**src/rtl/mem_pkg.sv**
```systemverilog
// Shared definitions for the CPU memory arbiter and mainMem: FSM states, acc_size codes, window constants.
package mem_pkg;

    typedef enum logic [2:0] {
        IDLE  = 3'd0,
        ISSUE = 3'd1,
        WAIT  = 3'd2,
        RESP  = 3'd3,
        ERR   = 3'd4
    } state_t;

    localparam logic [1:0] SIZE_BYTE = 2'b00;
    localparam logic [1:0] SIZE_HALF = 2'b01;
    localparam logic [1:0] SIZE_WORD = 2'b10;

    localparam logic [31:0] START_ADDRESS = 32'h8002_0000;
    localparam int unsigned MEM_SIZE      = 1048576;

endpackage

```
**src/rtl/mem_req_check.sv**
```systemverilog
// Combinational legality check of one access: size code, natural alignment and containment in the mainMem window.
module mem_req_check
    import mem_pkg::*;
#(
    parameter int                    ADDRESS_SIZE  = 32,
    parameter int                    ACCESS_SIZE   = 2,
    parameter logic [ADDRESS_SIZE-1:0] START_ADDRESS = ADDRESS_SIZE'(mem_pkg::START_ADDRESS),
    parameter int unsigned           MEM_SIZE      = mem_pkg::MEM_SIZE
) (
    input  logic [ADDRESS_SIZE-1:0] addr,
    input  logic [ACCESS_SIZE-1:0]  size,
    output logic                    ok
);

    logic [ADDRESS_SIZE:0] bytes;
    logic [ADDRESS_SIZE:0] first;
    logic [ADDRESS_SIZE:0] last;
    logic [ADDRESS_SIZE:0] lo;
    logic [ADDRESS_SIZE:0] hi;
    logic                  aligned;
    logic                  size_ok;

    always_comb begin
        bytes   = '0;
        aligned = 1'b0;
        size_ok = 1'b1;
        case (size)
            ACCESS_SIZE'(SIZE_BYTE): begin
                bytes   = (ADDRESS_SIZE+1)'(1);
                aligned = 1'b1;
            end
            ACCESS_SIZE'(SIZE_HALF): begin
                bytes   = (ADDRESS_SIZE+1)'(2);
                aligned = ~addr[0];
            end
            ACCESS_SIZE'(SIZE_WORD): begin
                bytes   = (ADDRESS_SIZE+1)'(4);
                aligned = (addr[1:0] == 2'b00);
            end
            default: size_ok = 1'b0;
        endcase
    end

    // One extra bit keeps addr + bytes - 1 from wrapping at the top of the address space.
    assign first = {1'b0, addr};
    assign last  = first + bytes - (ADDRESS_SIZE+1)'(1);
    assign lo    = {1'b0, START_ADDRESS};
    assign hi    = lo + (ADDRESS_SIZE+1)'(MEM_SIZE);
    assign ok    = size_ok && aligned && (first >= lo) && (last < hi);

endmodule

```
**src/rtl/mem_arbiter.sv**
```systemverilog
// Arbitrates fetch and data requesters onto single-ported mainMem, one checked access at a time.
// Optional macro MEM_ARB_ROUND_ROBIN_EN selects round-robin instead of data-over-fetch priority.
module mem_arbiter
    import mem_pkg::*;
#(
    parameter int                      ADDRESS_SIZE   = 32,
    parameter int                      DATA_SIZE      = 32,
    parameter int                      ACCESS_SIZE    = 2,
    parameter logic [ADDRESS_SIZE-1:0] START_ADDRESS  = ADDRESS_SIZE'(mem_pkg::START_ADDRESS),
    parameter int unsigned             MEM_SIZE       = mem_pkg::MEM_SIZE,
    parameter int                      TIMEOUT_CYCLES = 64
) (
    input  logic                    clk,
    input  logic                    rst,
    input  logic                    i_req,
    input  logic [ADDRESS_SIZE-1:0] i_addr,
    output logic                    i_ack,
    output logic [DATA_SIZE-1:0]    i_rdata,
    output logic                    i_err,
    input  logic                    d_req,
    input  logic                    d_wren,
    input  logic [ADDRESS_SIZE-1:0] d_addr,
    input  logic [ACCESS_SIZE-1:0]  d_size,
    input  logic [DATA_SIZE-1:0]    d_wdata,
    output logic                    d_ack,
    output logic [DATA_SIZE-1:0]    d_rdata,
    output logic                    d_err,
    output logic                    mem_en,
    output logic                    mem_wren,
    output logic [ADDRESS_SIZE-1:0] mem_addr,
    output logic [DATA_SIZE-1:0]    mem_d_in,
    output logic [ACCESS_SIZE-1:0]  mem_acc_size,
    input  logic [DATA_SIZE-1:0]    mem_d_out,
    input  logic                    mem_busy
);

    localparam int TW = $clog2(TIMEOUT_CYCLES + 1);

    state_t                  state;
    state_t                  state_nxt;
    logic                    grant_data;
    logic [TW-1:0]           tcnt;
    logic [ADDRESS_SIZE-1:0] addr_q;
    logic [ACCESS_SIZE-1:0]  size_q;
    logic [DATA_SIZE-1:0]    wdata_q;
    logic [DATA_SIZE-1:0]    rdata_q;
    logic                    wren_q;
    logic                    pick_data;
    logic                    any_req;
    logic                    req_ok;
    logic [ADDRESS_SIZE-1:0] sel_addr;
    logic [ACCESS_SIZE-1:0]  sel_size;
    logic                    active;
    logic                    done;

`ifdef MEM_ARB_ROUND_ROBIN_EN
    logic last_data;
    assign pick_data = d_req && (!i_req || !last_data);
`else
    assign pick_data = d_req;
`endif

    assign any_req  = d_req | i_req;
    assign sel_addr = pick_data ? d_addr : i_addr;
    assign sel_size = pick_data ? d_size : ACCESS_SIZE'(SIZE_WORD);

    mem_req_check #(
        .ADDRESS_SIZE (ADDRESS_SIZE),
        .ACCESS_SIZE  (ACCESS_SIZE),
        .START_ADDRESS(START_ADDRESS),
        .MEM_SIZE     (MEM_SIZE)
    ) u_check (
        .addr(sel_addr),
        .size(sel_size),
        .ok  (req_ok)
    );

    always_comb begin
        state_nxt = state;
        case (state)
            IDLE:    if (any_req) state_nxt = req_ok ? ISSUE : ERR;
            ISSUE:   state_nxt = WAIT;
            WAIT: begin
                if (!mem_busy)                               state_nxt = RESP;
                else if (tcnt == TW'(TIMEOUT_CYCLES - 1))    state_nxt = ERR;
            end
            RESP:    state_nxt = IDLE;
            ERR:     state_nxt = IDLE;
            default: state_nxt = IDLE;
        endcase
    end

    always_ff @(posedge clk) begin
        if (rst) begin
            state      <= IDLE;
            grant_data <= 1'b0;
            tcnt       <= '0;
`ifdef MEM_ARB_ROUND_ROBIN_EN
            last_data  <= 1'b0;
`endif
        end else begin
            state <= state_nxt;
            if (state == IDLE && any_req) grant_data <= pick_data;
            if (state == ISSUE)           tcnt <= '0;
            else if (state == WAIT)       tcnt <= tcnt + TW'(1);
`ifdef MEM_ARB_ROUND_ROBIN_EN
            if (state == RESP || state == ERR) last_data <= grant_data;
`endif
        end
    end

    // Operand and read-data registers carry no reset; every output path is gated by state.
    always_ff @(posedge clk) begin
        if (state == IDLE) begin
            addr_q  <= sel_addr;
            size_q  <= sel_size;
            wdata_q <= pick_data ? d_wdata : '0;
            wren_q  <= pick_data & d_wren;
        end
        if (state == WAIT && !mem_busy) rdata_q <= wren_q ? '0 : mem_d_out;
    end

    assign active       = (state == ISSUE) || (state == WAIT);
    assign done         = (state == RESP) || (state == ERR);
    assign mem_en       = (state == ISSUE);
    assign mem_wren     = active & wren_q;
    assign mem_addr     = active ? addr_q  : '0;
    assign mem_d_in     = active ? wdata_q : '0;
    assign mem_acc_size = active ? size_q  : '0;

    assign i_ack   = done & ~grant_data;
    assign d_ack   = done &  grant_data;
    assign i_err   = (state == ERR) & ~grant_data;
    assign d_err   = (state == ERR) &  grant_data;
    assign i_rdata = (state == RESP && !grant_data) ? rdata_q : '0;
    assign d_rdata = (state == RESP &&  grant_data) ? rdata_q : '0;

endmodule
```
**config.mk**
```make
export PLATFORM = sky130hd
export DESIGN_NAME = mem_arbiter
export DESIGN_NICKNAME = d
export VERILOG_FILES = /design/src/rtl/mem_pkg.sv /design/src/rtl/mem_req_check.sv /design/src/rtl/mem_arbiter.sv
export SDC_FILE = /design/constraint.sdc
export NUM_CORES = 1
export LEC_CHECK = 0
export CORE_MARGIN = 2
export CORE_UTILIZATION = 49
export DETAILED_ROUTE_END_ITERATION = 6
export PLACE_DENSITY = 0.95
export SYNTH_ARGS = -nofsm -noshare
export SYNTH_HDL_FRONTEND = slang
export SYNTH_HIERARCHICAL = 1
export SYNTH_SLANG_ARGS = --single-unit
```
**constraint.sdc**
```tcl
create_clock -name clk -period 10.5 [get_ports clk]
set_clock_uncertainty 0.1 [all_clocks]
set_input_delay 1.575 -clock clk [delete_from_list [all_inputs] [get_ports clk]]
set_output_delay 1.575 -clock clk [all_outputs]
set_load 0.05 [all_outputs]
```
==> metrics.txt, run 1 <==
top-count cell post-synth and2_1; CP required roughly 11000 ps; Clock Path Buffers 2; crit path DAT between 5000 and 6000 ps; CP Cell Sequence buf_2 -> buf_4 -> mux2_2 -> inv_1 -> ha_1 -> inv_1 -> ha_1 -> a21oi_1 -> o32ai_1 -> o21a_1 -> o31a_1 -> o2111a_1 -> nor3_1 -> o2111ai_1 -> or4_1 -> a21oi_1 -> nand2b_1 -> a21oi_1; f_max between 150 and 200 MHz; post-CTS setup buffer count 0; Fill cells 1102; Power per Cell Area 116 nW/um2; Yosys cell types 73; Final setup viols 0; ANT cells 0; status finished, final reports clean; die area 16300 um2; Iteration-0 DRC Markers 460; Pleak 4.19 nW; Final Hold Viols 0; gpl congestion 0.949; share of the synthesized area in the top cell type between 30% and 40%; TritonCTS clock tree yes; CP endpoint state[2]$_SDFFE_PP0P_; initial core utilization approximately 50%; first-pass GRT wire length 34.6 mm; DR WL/cell 18.8 um; initial antenna violation count 0; GR Layer Usage met2 ~52%; hold buffers post-CTS 0; # IOs 272; CP peak stage delay 570 ps; largest net degree at the start of global routing 72; number of synthesized flops with an enable pin 99; clock sink count 110; Mapped Area 7490 um2; vias in the first global route 6412; grt met3 use 6.74%; PortBufs 271; Worst IR Drop VDD 0.0000878 V; Ys Warns 6; crit path launch type primary input; Max H-tree Level 3; WS Path Type in -> reg; main area contributors after synthesis edfxtp_1 40%, and2_1 14%, ha_1 9.5%, mux2_2 4.8%, nor2b_1 3.3%; synth-to-layout area growth 42.5%; Buffers & Inverters on Critical Path 4; Die H 128 um; Critical Path Stages 18; worst-path fanout max 69; Core ar. around 15000 um2; FF-to-FF path depth 2; Slew HR 22.0%; syn avg cell area 10.1 um2; ANT nets after route 0; Tmin final 5610 ps; RSZ-0062 raised after global routing false; most frequent cells after synthesis 165 x and2_1, 99 x edfxtp_1, 57 x ha_1; detailed-placement wirelength estimate roughly 17 mm; Tightest Pin Transition about 1200 ps; TritonCTS Buffers 9; Yosys reg bits 110; worst hold slack 382 ps; Pre-antenna DRT Iters 5; final WL around 22 mm; met1 Use GR 30.1%; fin util between 70% and 80%; delay-heaviest family, CP compound AO/OA/AOI/OAI gates; worst skew pair latency roughly 360 ps; Resized Gates After CTS 0; cell count after synthesis around 740; die extent in x between 100 and 150 um; Synth area leader edfxtp_1; Final Cycle Share about 53%; asr flop ratio synth 0%; CTS clk-pin slew, worst paths 80 ps; max_cap viols 0; Avg Vias per Cell 5.40; CP max stage cell or4_1; share of layout cells above drive strength 1 7.08%; reg2reg start state[2]$_SDFFE_PP0P_; Worst path most repeated cell a21oi_1; fin nets 1191; worst hold-check path type reg -> reg; clock root buffer clkbuf_16; reg-to-reg endpoint addr_q[22]$_DFFE_PN_; Primary FF master, synth edfxtp_1; Vias 6435; total power 0.00124 W; GR peak layer met2; num rows 45; Seq/Total Area, Yosys 42.6%; gr ovfl total 0; gr usage total 27.7%; kind of end point of the critical path flop; post-synth net total 935; setup TNS 0 ps; Slew Limit Fails 0; Worst R2R Setup Slack 8610 ps; Critical Path Source d_req; # DRC 0
==> cells in the final DEF (no fill, tap or decap), types with 3 or more instances in the layout <==
| cell | Yosys | layout |
|---|---|---|
| o31ai_1 | 8 | 8 |
| nor4_1 | 5 | 5 |
| clkbuf_16 | 0 | 9 |
| nor3_1 | 15 | 14 |
| buf_4 | 0 | 3 |
| a21oi_1 | 33 | 33 |
| and2_1 | 165 | 165 |
| a221o_1 | 3 | 3 |
| a211oi_1 | 4 | 4 |
| o21bai_1 | 4 | 4 |
| nand2_1 | 16 | 16 |
| nand2b_1 | 15 | 15 |
| o2111ai_1 | 5 | 5 |
| nor2_1 | 31 | 29 |
| o21ai_0 | 22 | 22 |
| xnor2_1 | 3 | 3 |
| clkdlybuf4s50_1 | 0 | 270 |
| a31oi_1 | 3 | 3 |
| mux2i_1 | 4 | 4 |
| nor2b_1 | 40 | 40 |
| nand4_1 | 10 | 10 |
| dfxtp_1 | 11 | 11 |
| or3_1 | 8 | 8 |
| a21o_1 | 9 | 9 |
| edfxtp_1 | 99 | 99 |
| inv_1 | 52 | 52 |
| or4_1 | 4 | 4 |
| nand3_1 | 6 | 6 |
| ha_1 | 57 | 57 |
| mux2_2 | 32 | 32 |
==> worst min-delay path by stage <==
stage,slack [ps],to,start,cells past startpoint
after global placement,360,tcnt[6]$_SDFFE_PP0N_,tcnt[6]$_SDFFE_PP0N_,2
after global routing,420,tcnt[6]$_SDFFE_PP0N_,tcnt[6]$_SDFFE_PP0N_,2
after CTS,380,tcnt[6]$_SDFFE_PP0N_,tcnt[6]$_SDFFE_PP0N_,2
after detailed placement,370,tcnt[6]$_SDFFE_PP0N_,tcnt[6]$_SDFFE_PP0N_,2
final,380,tcnt[6]$_SDFFE_PP0N_,tcnt[6]$_SDFFE_PP0N_,2
after floorplan,350,tcnt[6]$_SDFFE_PP0N_,tcnt[6]$_SDFFE_PP0N_,2
==> final cells by class <==
| class | count | area [um2] | area share, % |
|---|---|---|---|
| Multi-Input combinational cell | 550 | 3990 | 37.3 |
| Sequential cell | 110 | 3190 | 29.9 |
| Timing Repair Buffer | 274 | 2730 | 25.6 |
| Clock buffer | 10 | 239 | 2.24 |
| Tap cell | 188 | 235 | 2.20 |
| Inverter | 53 | 199 | 1.86 |
| Clock inverter | 6 | 90.1 | 0.844 |
==> worst reg2reg max path, delay by kind of cell (launching register included) <==
kind | cells | cell delay [ps]
flip-flops | 1 | 430
AND/OR/NAND/NOR | 1 | 210
buffers and inverters | 1 | 740
==> cell families after synthesis <==
group / after synthesis / share of synthesized area [%]
flops: 110 / 42.6
xor+xnor: 4 / 0.468
fa+ha+maj: 57 / 9.53
mux: 36 / 5.35
simple gates: 337 / 27.3
buf+inv: 82 / 4.33
compound gates: 116 / 10.4
==> power breakdown <==
group / switching, W / internal (W)
clock network: 0.000177 / 0.000199
logic: 0.000177 / 0.000140
registers: 0.0000181 / 0.000530
total: 0.000372 / 0.000869
==> flip-flops by register name (all words and copies together), names as in the netlist <==
register and flops:
grant_data 1, state 3, size_q 2, rdata_q 32
wren_q 1, addr_q 32, wdata_q 32, tcnt 7
==> per-layer routing <==
| layer | routed length (um) | share of wire (%) | vias up |
|---|---|---|---|
| li1 | - | - | 3113 |
| met4 | 655 | 2.9 | 0 |
| met2 | 12000 | 53 | 231 |
| met1 | 8430 | 38 | 3046 |
| met3 | 1340 | 6.0 | 45 |
| met5 | 0 | 0 | - |
==> metrics by stage <==
stage / instance area (um2) / cells / worst slack [ps]
after floorplan: 7490 / 742 / 4410
after CTS: 10700 / 1191 / 4940
after global placement: 10300 / 1175 / 4690
after detailed placement: 10300 / 1175 / 4540
after global routing: 10700 / 1191 / 4610
final: 10700 / 1191 / 4890
Power figures use the tool's default switching activity.
==> inputs of run 2 (changes only) <==
--- a/config.mk
+++ b/config.mk
@@ -6,9 +6,9 @@
 export NUM_CORES = 1
 export LEC_CHECK = 0
 export CORE_MARGIN = 2
-export CORE_UTILIZATION = 49
+export CORE_UTILIZATION = 41
 export DETAILED_ROUTE_END_ITERATION = 6
-export PLACE_DENSITY = 0.95
+export PLACE_DENSITY = 0.88
 export SYNTH_ARGS = -nofsm -noshare
 export SYNTH_HDL_FRONTEND = slang
 export SYNTH_HIERARCHICAL = 1
==> constraint.sdc (replaced) <==
create_clock -name clk -period 5.1 [get_ports clk]
set_clock_uncertainty 0.1 [all_clocks]
set_input_delay 0.765 -clock clk [delete_from_list [all_inputs] [get_ports clk]]
set_output_delay 0.765 -clock clk [all_outputs]
set_load 0.05 [all_outputs]
==> metrics.txt, run 2 (synthesized netlist as in run 1, its figures left out) <==
status finished, final reports clean; DR WL/cell 17.5 um (-7.1%); Max H-tree Level 3 (unchanged); CP peak stage delay 510 ps (-60 ps); Tmin final 4630 ps; # IOs 272 (unchanged); Clock Path Buffers 2 (unchanged); PortBufs 271 (unchanged); ANT nets after route 0 (unchanged); Worst IR Drop VDD 0.000158 V (+80%); f_max between 200 and 250 MHz; die extent in x 139 um (+9.0%); total power 0.00255 W (+110%); Pleak 4.22 nW (+0.85%); fin cells 1240 (+4.1%); placed cell count 1223 (+4.1%); Final Cycle Share around nine tenths; largest net degree at the start of global routing 58 (-19%); Final setup viols 0 (unchanged); # DRC 0 (unchanged); fin nets 1198 (+0.59%); worst hold-check path type reg -> reg; Tightest Pin Transition 888 ps (-280 ps); initial core utilization 41.7% (-7.9 points); Avg Vias per Cell 5.14 (-4.9%); detailed-placement wirelength estimate 17.2 mm (+2.1%); initial antenna violation count 1 (+1); WS Path Type in -> reg; Buffers & Inverters on Critical Path 3 (-1); clock sink count 110 (unchanged); final WL 21.7 mm (-3.3%); gr ovfl total 0 (unchanged); gr usage total 22.0% (-5.7 points); Worst path most repeated cell a21oi_1; Pre-antenna DRT Iters 6 (+1); Slew Limit Fails 0 (unchanged); TritonCTS clock tree yes; crit path launch type primary input; Slew HR 40.8% (+19 points); TritonCTS Buffers 9 (unchanged); setup TNS 0 ps (unchanged); die area 19400 um2 (+19%); worst hold slack 373 ps (-8.24 ps); delay-heaviest family, CP simple AND/OR/NAND/NOR gates; crit path DAT 4770 ps (-1000 ps); Power per Cell Area 237 nW/um2 (+100%); Die H 139 um (+9.0%); Worst R2R Setup Slack 3200 ps (-5410 ps); vias in the first global route 6317 (-1.5%); kind of end point of the critical path flop; clock root buffer clkbuf_16; max_cap viols 0 (unchanged); Core ar. 18000 um2 (+19%); Fill cells 1522 (+38%); worst-path fanout max 18 (-74%); most common cell after layout, fill and taps aside clkdlybuf4s50_1; CP required 5250 ps (-5410 ps); Resized Gates After CTS 0 (unchanged); num rows 49 (+8.9%); first-pass GRT wire length 33.8 mm (-2.5%); Cell Area, Placed 10500 um2 (+1.1%); worst skew pair latency 350 ps (about the same); biggest regs addr_q: 32 flops, rdata_q: 32 flops, wdata_q: 32 flops; CP max stage cell or4_1; post-CTS setup buffer count 0 (unchanged); share of layout cells above drive strength 1 7.72% (+0.64 points); Iteration-0 DRC Markers 395 (-14%); synth-to-layout area growth 44.0%; RSZ-0062 raised after global routing false; hold buffers post-CTS 0 (unchanged); Final Cell Area 10800 um2 (+1.0%); most frequent cells in the layout 270 x clkdlybuf4s50_1, 165 x and2_1, 99 x edfxtp_1; gpl congestion 0.862 (-9.1%); CP Cell Sequence buf_2 -> buf_4 -> mux2_2 -> inv_1 -> ha_1 -> nand2b_4 -> nor4_4 -> nand4_1 -> a31oi_2 -> nor3_2 -> o31a_1 -> or3_1 -> or4_1 -> a21oi_1 -> nand2b_1 -> a21oi_1; Vias 6374 (-0.95%); Final Hold Viols 0 (unchanged); CTS clk-pin slew, worst paths 80 ps (about the same)
-- run 2: cell count changes in the layout (fill, tap and decap cells not counted) --
cell      delta
inv_8        +1
nor3_2       -1
inv_6        -1
clkbuf_8     -1
clkinv_4     +1
nor3_4       +1
buf_4        +7
diode_2      +1
-- run 2: power by group --
part           internal (W)  switching (W)
sequential          0.00109      0.0000224
combinational      0.000294       0.000377
clock              0.000398       0.000370
-- run 2: worst register-to-register path: stages, from the launching register on --
cell	delay [ps]
dfxtp_1	470
or3b_4	500
nor2_2	100
buf_4	380
-- run 2: layout make-up --
cell class | count | area (um2) | area share (%)
multi-input combinational | 550 | 3990 | 37.0
timing repair buffer | 281 | 2780 | 25.8
clock inverter | 7 | 101 | 0.940
antenna | 1 | 2.50 | 0.0232
inverter | 53 | 199 | 1.85
clock buffer | 9 | 225 | 2.09
tap | 229 | 287 | 2.66
sequential | 110 | 3190 | 29.6
-- run 2: per-stage QoR --
step | util, % | worst slack [ps]
after floorplan | - | 498
after global placement | 58.2 | 286
after detailed placement | 58.2 | 169
after CTS | 60.0 | 535
after global routing | 60.0 | 189
final | 60.0 | 474
-- run 2: path summary, 6_finish.rpt --
path,from,end,depth (start not counted)
worst min register to register,tcnt[6]$_SDFFE_PP0N_,tcnt[6]$_SDFFE_PP0N_,2
worst max-delay path,d_req,state[2]$_SDFFE_PP0P_,16
worst min-delay path,tcnt[6]$_SDFFE_PP0N_,tcnt[6]$_SDFFE_PP0N_,2
worst max register to register,state[1]$_SDFFE_PP0P_,rdata_q[13]$_SDFFCE_PP0P_,3
-- run 2: routing by layer --
metal | part of all wire, % | GRT usage (%) | up-vias
li1 | - | - | 3137
met1 | 40 | 25.7 | 3002
met2 | 53 | 40.6 | 206
met3 | 4.8 | 3.42 | 29
met4 | 2.2 | 8.03 | 0
met5 | 0 | 0 | -
==> RTL edit 1: new RTL, config.mk and constraints of run 1 <==
Reset style: asynchronous (`rst`), changed in one clocked block.
--- a/src/rtl/mem_arbiter.sv
+++ b/src/rtl/mem_arbiter.sv
@@ -90,7 +90,7 @@
         endcase
     end
 
-    always_ff @(posedge clk) begin
+    always_ff @(posedge clk or posedge rst) begin
         if (rst) begin
             state      <= IDLE;
             grant_data <= 1'b0;
Behaviour: differs if rst is asserted again (counterexample within 4 cycles, from zero or initial values and one cycle with rst high); with rst held inactive, the same outputs for 10 cycles.
==> RTL edit 1 against run 1 <==
- area after synthesis rose by 0.40%
- wire length fell by 9.3%
- cell area fell by 0.12%
- sequential cell count did not move
- sequential share of layout area rose by 0.55 points
- worst setup slack got worse by 0.081 ns
- global-route usage fell by 3.2 points
- highest routed layer unchanged
- critical endpoint is now state[2]
- worst hold slack improved by 0.032 ns
Power is not compared: it rests on default switching activity, and its combinational part moved more than twofold at a synthesized area within 25%.
==> RTL edit 1: results (changes against run 1) <==
status complete, no violations; first-pass GRT wire length 31.4 mm (-9.3%); Clock Latency Late Sink 0.34 ns (-0.02 ns); placed inst area 0.0104 mm² (+0.42%); metal3 WL 1.27 mm (-4.9%); register area 0.00325 mm² (+1.7%); GR Layer Usage met1 0.269 (-0.0321); met2 WL 10.7 mm (-11%); Non-Clock Buffer Area Fraction 0.257 (+0.00100); Multi-input gate area 0.00396 mm² (-0.57%); Starting DRT DRC Count 419 (-8.9%); pre-CTS setup slack 4.56 ns (+0.0150 ns); via count 6,424 (-0.17%); layout cell share with drive strength beyond 1 0.0689 (-0.00186); Cells after Synth 737 (-0.67%); Distinct cells, synth 72 (-1.4%); #MultiIn Comb 546 (-0.73%); Fillers 1,095 (-0.64%); inverter count 54 (+1.9%); M1 WL 7.63 mm (-9.5%); antenna violations before repair 1 (+1); largest net degree at the start of global routing 70 (-2.8%); Synthesized Nets 930 (-0.53%); top cells by count, synth and2_1, edfxtp_1, ha_1; Area contributors post-synth edfxtp_1, and2_1, ha_1; # clk buffers 12 (+2); All-Layer GR Usage 0.245 (-0.0321); Hold Path Origin tcnt[6]; # diodes 1 (+1); RR Startpoint state[2]; WL/cell 17.1 µm (-9.2%); Clock-cell share 0.0254 (-0.00548); sequential-to-total area share from yosys stat 0.432 (+0.00562); met3 Use GR 0.0455 (-0.0219); vias in the first global route 6,271 (-2.2%)
==> RTL edit 1: final timing paths <==
| kind | slack, ns | end | depth (start not counted) |
|---|---|---|---|
| worst max-delay path | 4.81 | state[2] | 16 |
| worst min-delay path | 0.41 | tcnt[6] | 1 |
| min in group asynchronous | 1.42 | tcnt[3] | 2 |
| worst min register to register | 0.41 | tcnt[6] | 1 |
| worst max register to register | 8.24 | grant_data | 4 |
| max in group asynchronous | 8.59 | tcnt[4] | 2 |
==> RTL edit 1: cells by family after synthesis <==
family | count (synthesis) | share of synthesized area
and+or+nand+nor | 335 | 0.269
AOI/OAI and AO/OA | 114 | 0.103
muxes | 38 | 0.0561
xor gates and xnor gates | 2 | 0.00233
adders and majority gates | 57 | 0.0949
buffers and inverters | 81 | 0.0418
DFF | 110 | 0.432
==> RTL edit 1: where the power goes <==
group          switching (mW)  internal (mW)  total, mW  leakage, nW
sequential             0.0406          0.668      0.708         1.11
clock                   0.159          0.163      0.322        0.121
combinational           0.470          0.252      0.722         2.98
==> RTL edit 2: new RTL, config.mk and constraints of run 1 <==
Without the edit above. `DATA_SIZE`: 32 -> 16.
--- a/src/rtl/mem_arbiter.sv
+++ b/src/rtl/mem_arbiter.sv
@@ -4,7 +4,7 @@
     import mem_pkg::*;
 #(
     parameter int                      ADDRESS_SIZE   = 32,
-    parameter int                      DATA_SIZE      = 32,
+    parameter int                      DATA_SIZE      = 16,
     parameter int                      ACCESS_SIZE    = 2,
     parameter logic [ADDRESS_SIZE-1:0] START_ADDRESS  = ADDRESS_SIZE'(mem_pkg::START_ADDRESS),
     parameter int unsigned             MEM_SIZE       = mem_pkg::MEM_SIZE,
Ports: changed (5 resized); port bits go from 272 to 192. No check against the original RTL was run, so the function may have changed too.
==> RTL edit 2 against run 1 <==
- cell area down 22%
- largest cell class unchanged
- sequential share of layout area down 3.2 points
- highest routed layer unchanged
- wire length down 26%
- via count shrank 18%
- area after synthesis shrank 20%
- first-iteration DRC count is 18% lower
- power down 20%
- sequential cell count down 32
- critical endpoint unchanged
- worst setup slack better by 0.026 ns
==> RTL edit 2: results (changes against run 1) <==
status complete, no violations; Least-Margin Pin Slew 1.09 ns (-0.0767 ns); dpl cells 942 (-20%); Cells after Synth 618 (-17%); Area contributors post-synth edfxtp_1, ha_1, and2_1; layout cell share with drive strength beyond 1 0.0888 (+0.0180); first-pass GRT wire length 25.9 mm (-25%); Synthesized Nets 779 (-17%); Distinct cells, synth 72 (-1.4%); vias in the first global route 5,206 (-19%); met3 Use GR 0.0561 (-0.0113); largest net degree at the start of global routing 54 (-25%); top cells by count, synth and2_1, edfxtp_1, ha_1; worst-path maximum fanout 53 (-23%); RePlAce Congestion 0.922 (-2.8%); All-Layer GR Usage 0.252 (-0.0246); CP max-delay cell or4_1; sequential-to-total area share from yosys stat 0.374 (-0.0523); P_leak 3.35 nW (-20%); Nets 967 (-19%); Port-buffer cells 191 (-30%); CP arrival 5.71 ns (-0.06 ns); P_int 679 µW (-22%); Clock Latency Late Sink 0.34 ns (-0.02 ns); placed inst area 0.00804 mm² (-22%); Post-synth EDFFs 67 (-32%); met2 usage 0.458 (-0.0620); final WL 16.6 mm (-26%); DP Wirelength 13.0 mm (-23%); vias per inst 5.53 (+2.4%); via count 5,299 (-18%); GR Layer Usage met1 0.293 (-0.00822)
-- RTL edit 2: cell types whose count changed in the layout (fill, tap and decap cells not counted), moves of 2 or more --
cell and delta:
nor2b_1 -17, clkdlybuf4s50_1 -80, clkinv_8 -2, and2_1 -64, edfxtp_1 -32, xnor2_1 -2
nor2_1 +2
-- RTL edit 2: final cells by class --
class,count,area (µm²)
fill,892,3620
multi-input combinational,469,3490
sequential,78,2230
timing repair buffer,195,1940
clock buffer,10,250
inverter,53,199
tap,147,184
clock inverter,6,50.0
-- RTL edit 2: critical path, delay by kind of cell --
family,cells,cell delay (ns)
buffers and inverters,4,0.67
muxes,1,0.41
AOI/OAI and AO/OA,8,1.58
and+or+nand+nor,3,0.98
adders and majority gates,2,0.47
-- RTL edit 2: worst paths after layout --
path                            startpoint       end  slack, ns  depth (start not counted)
worst max-delay path                 d_req  state[2]       4.92                         18
worst min-delay path               tcnt[6]   tcnt[6]       0.38                          2
worst max register to register    state[1]   tcnt[5]       8.69                          3
worst min register to register     tcnt[6]   tcnt[6]       0.38                          2
-- RTL edit 2: metal layers --
| metal | vias to the layer above | wire length (µm) |
|---|---|---|
| met5 | - | 0 |
| met4 | 0 | 373 |
| met3 | 35 | 1100 |
| met2 | 222 | 8500 |
| met1 | 2455 | 6580 |
| li1 | 2587 | - |
-- RTL edit 2: logic make-up (layout without fill, tap and decap cells) --
| family | count (synthesis) | after routing | synth area share |
|---|---|---|---|
| flip-flops | 78 | 78 | 0.374 |
| XOR/XNOR | 3 | 3 | 0.00441 |
| AO/OA/AOI/OAI | 117 | 117 | 0.132 |
| adder cells (fa/ha/maj) | 57 | 57 | 0.120 |
| multiplexers | 36 | 36 | 0.0671 |
| buffers and inverters | 71 | 264 | 0.0451 |
| AND/OR/NAND/NOR | 256 | 256 | 0.258 |
-- RTL edit 2: power by group through the flow --
stage	clock network, mW	logic [mW]	registers [mW]
after floorplan	0	0.189	0.391
after global placement	0	0.280	0.393
after detailed placement	0	0.285	0.395
after CTS	0.321	0.288	0.389
after global routing	0.333	0.316	0.393
final	0.318	0.290	0.389
-- RTL edit 2: metrics by stage --
step / setup slack, ns / hold slack, ns
after floorplan: 4.98 / 0.347
after global placement: 4.80 / 0.359
after detailed placement: 4.60 / 0.376
after CTS: 4.95 / 0.385
after global routing: 4.66 / 0.405
final: 4.92 / 0.379
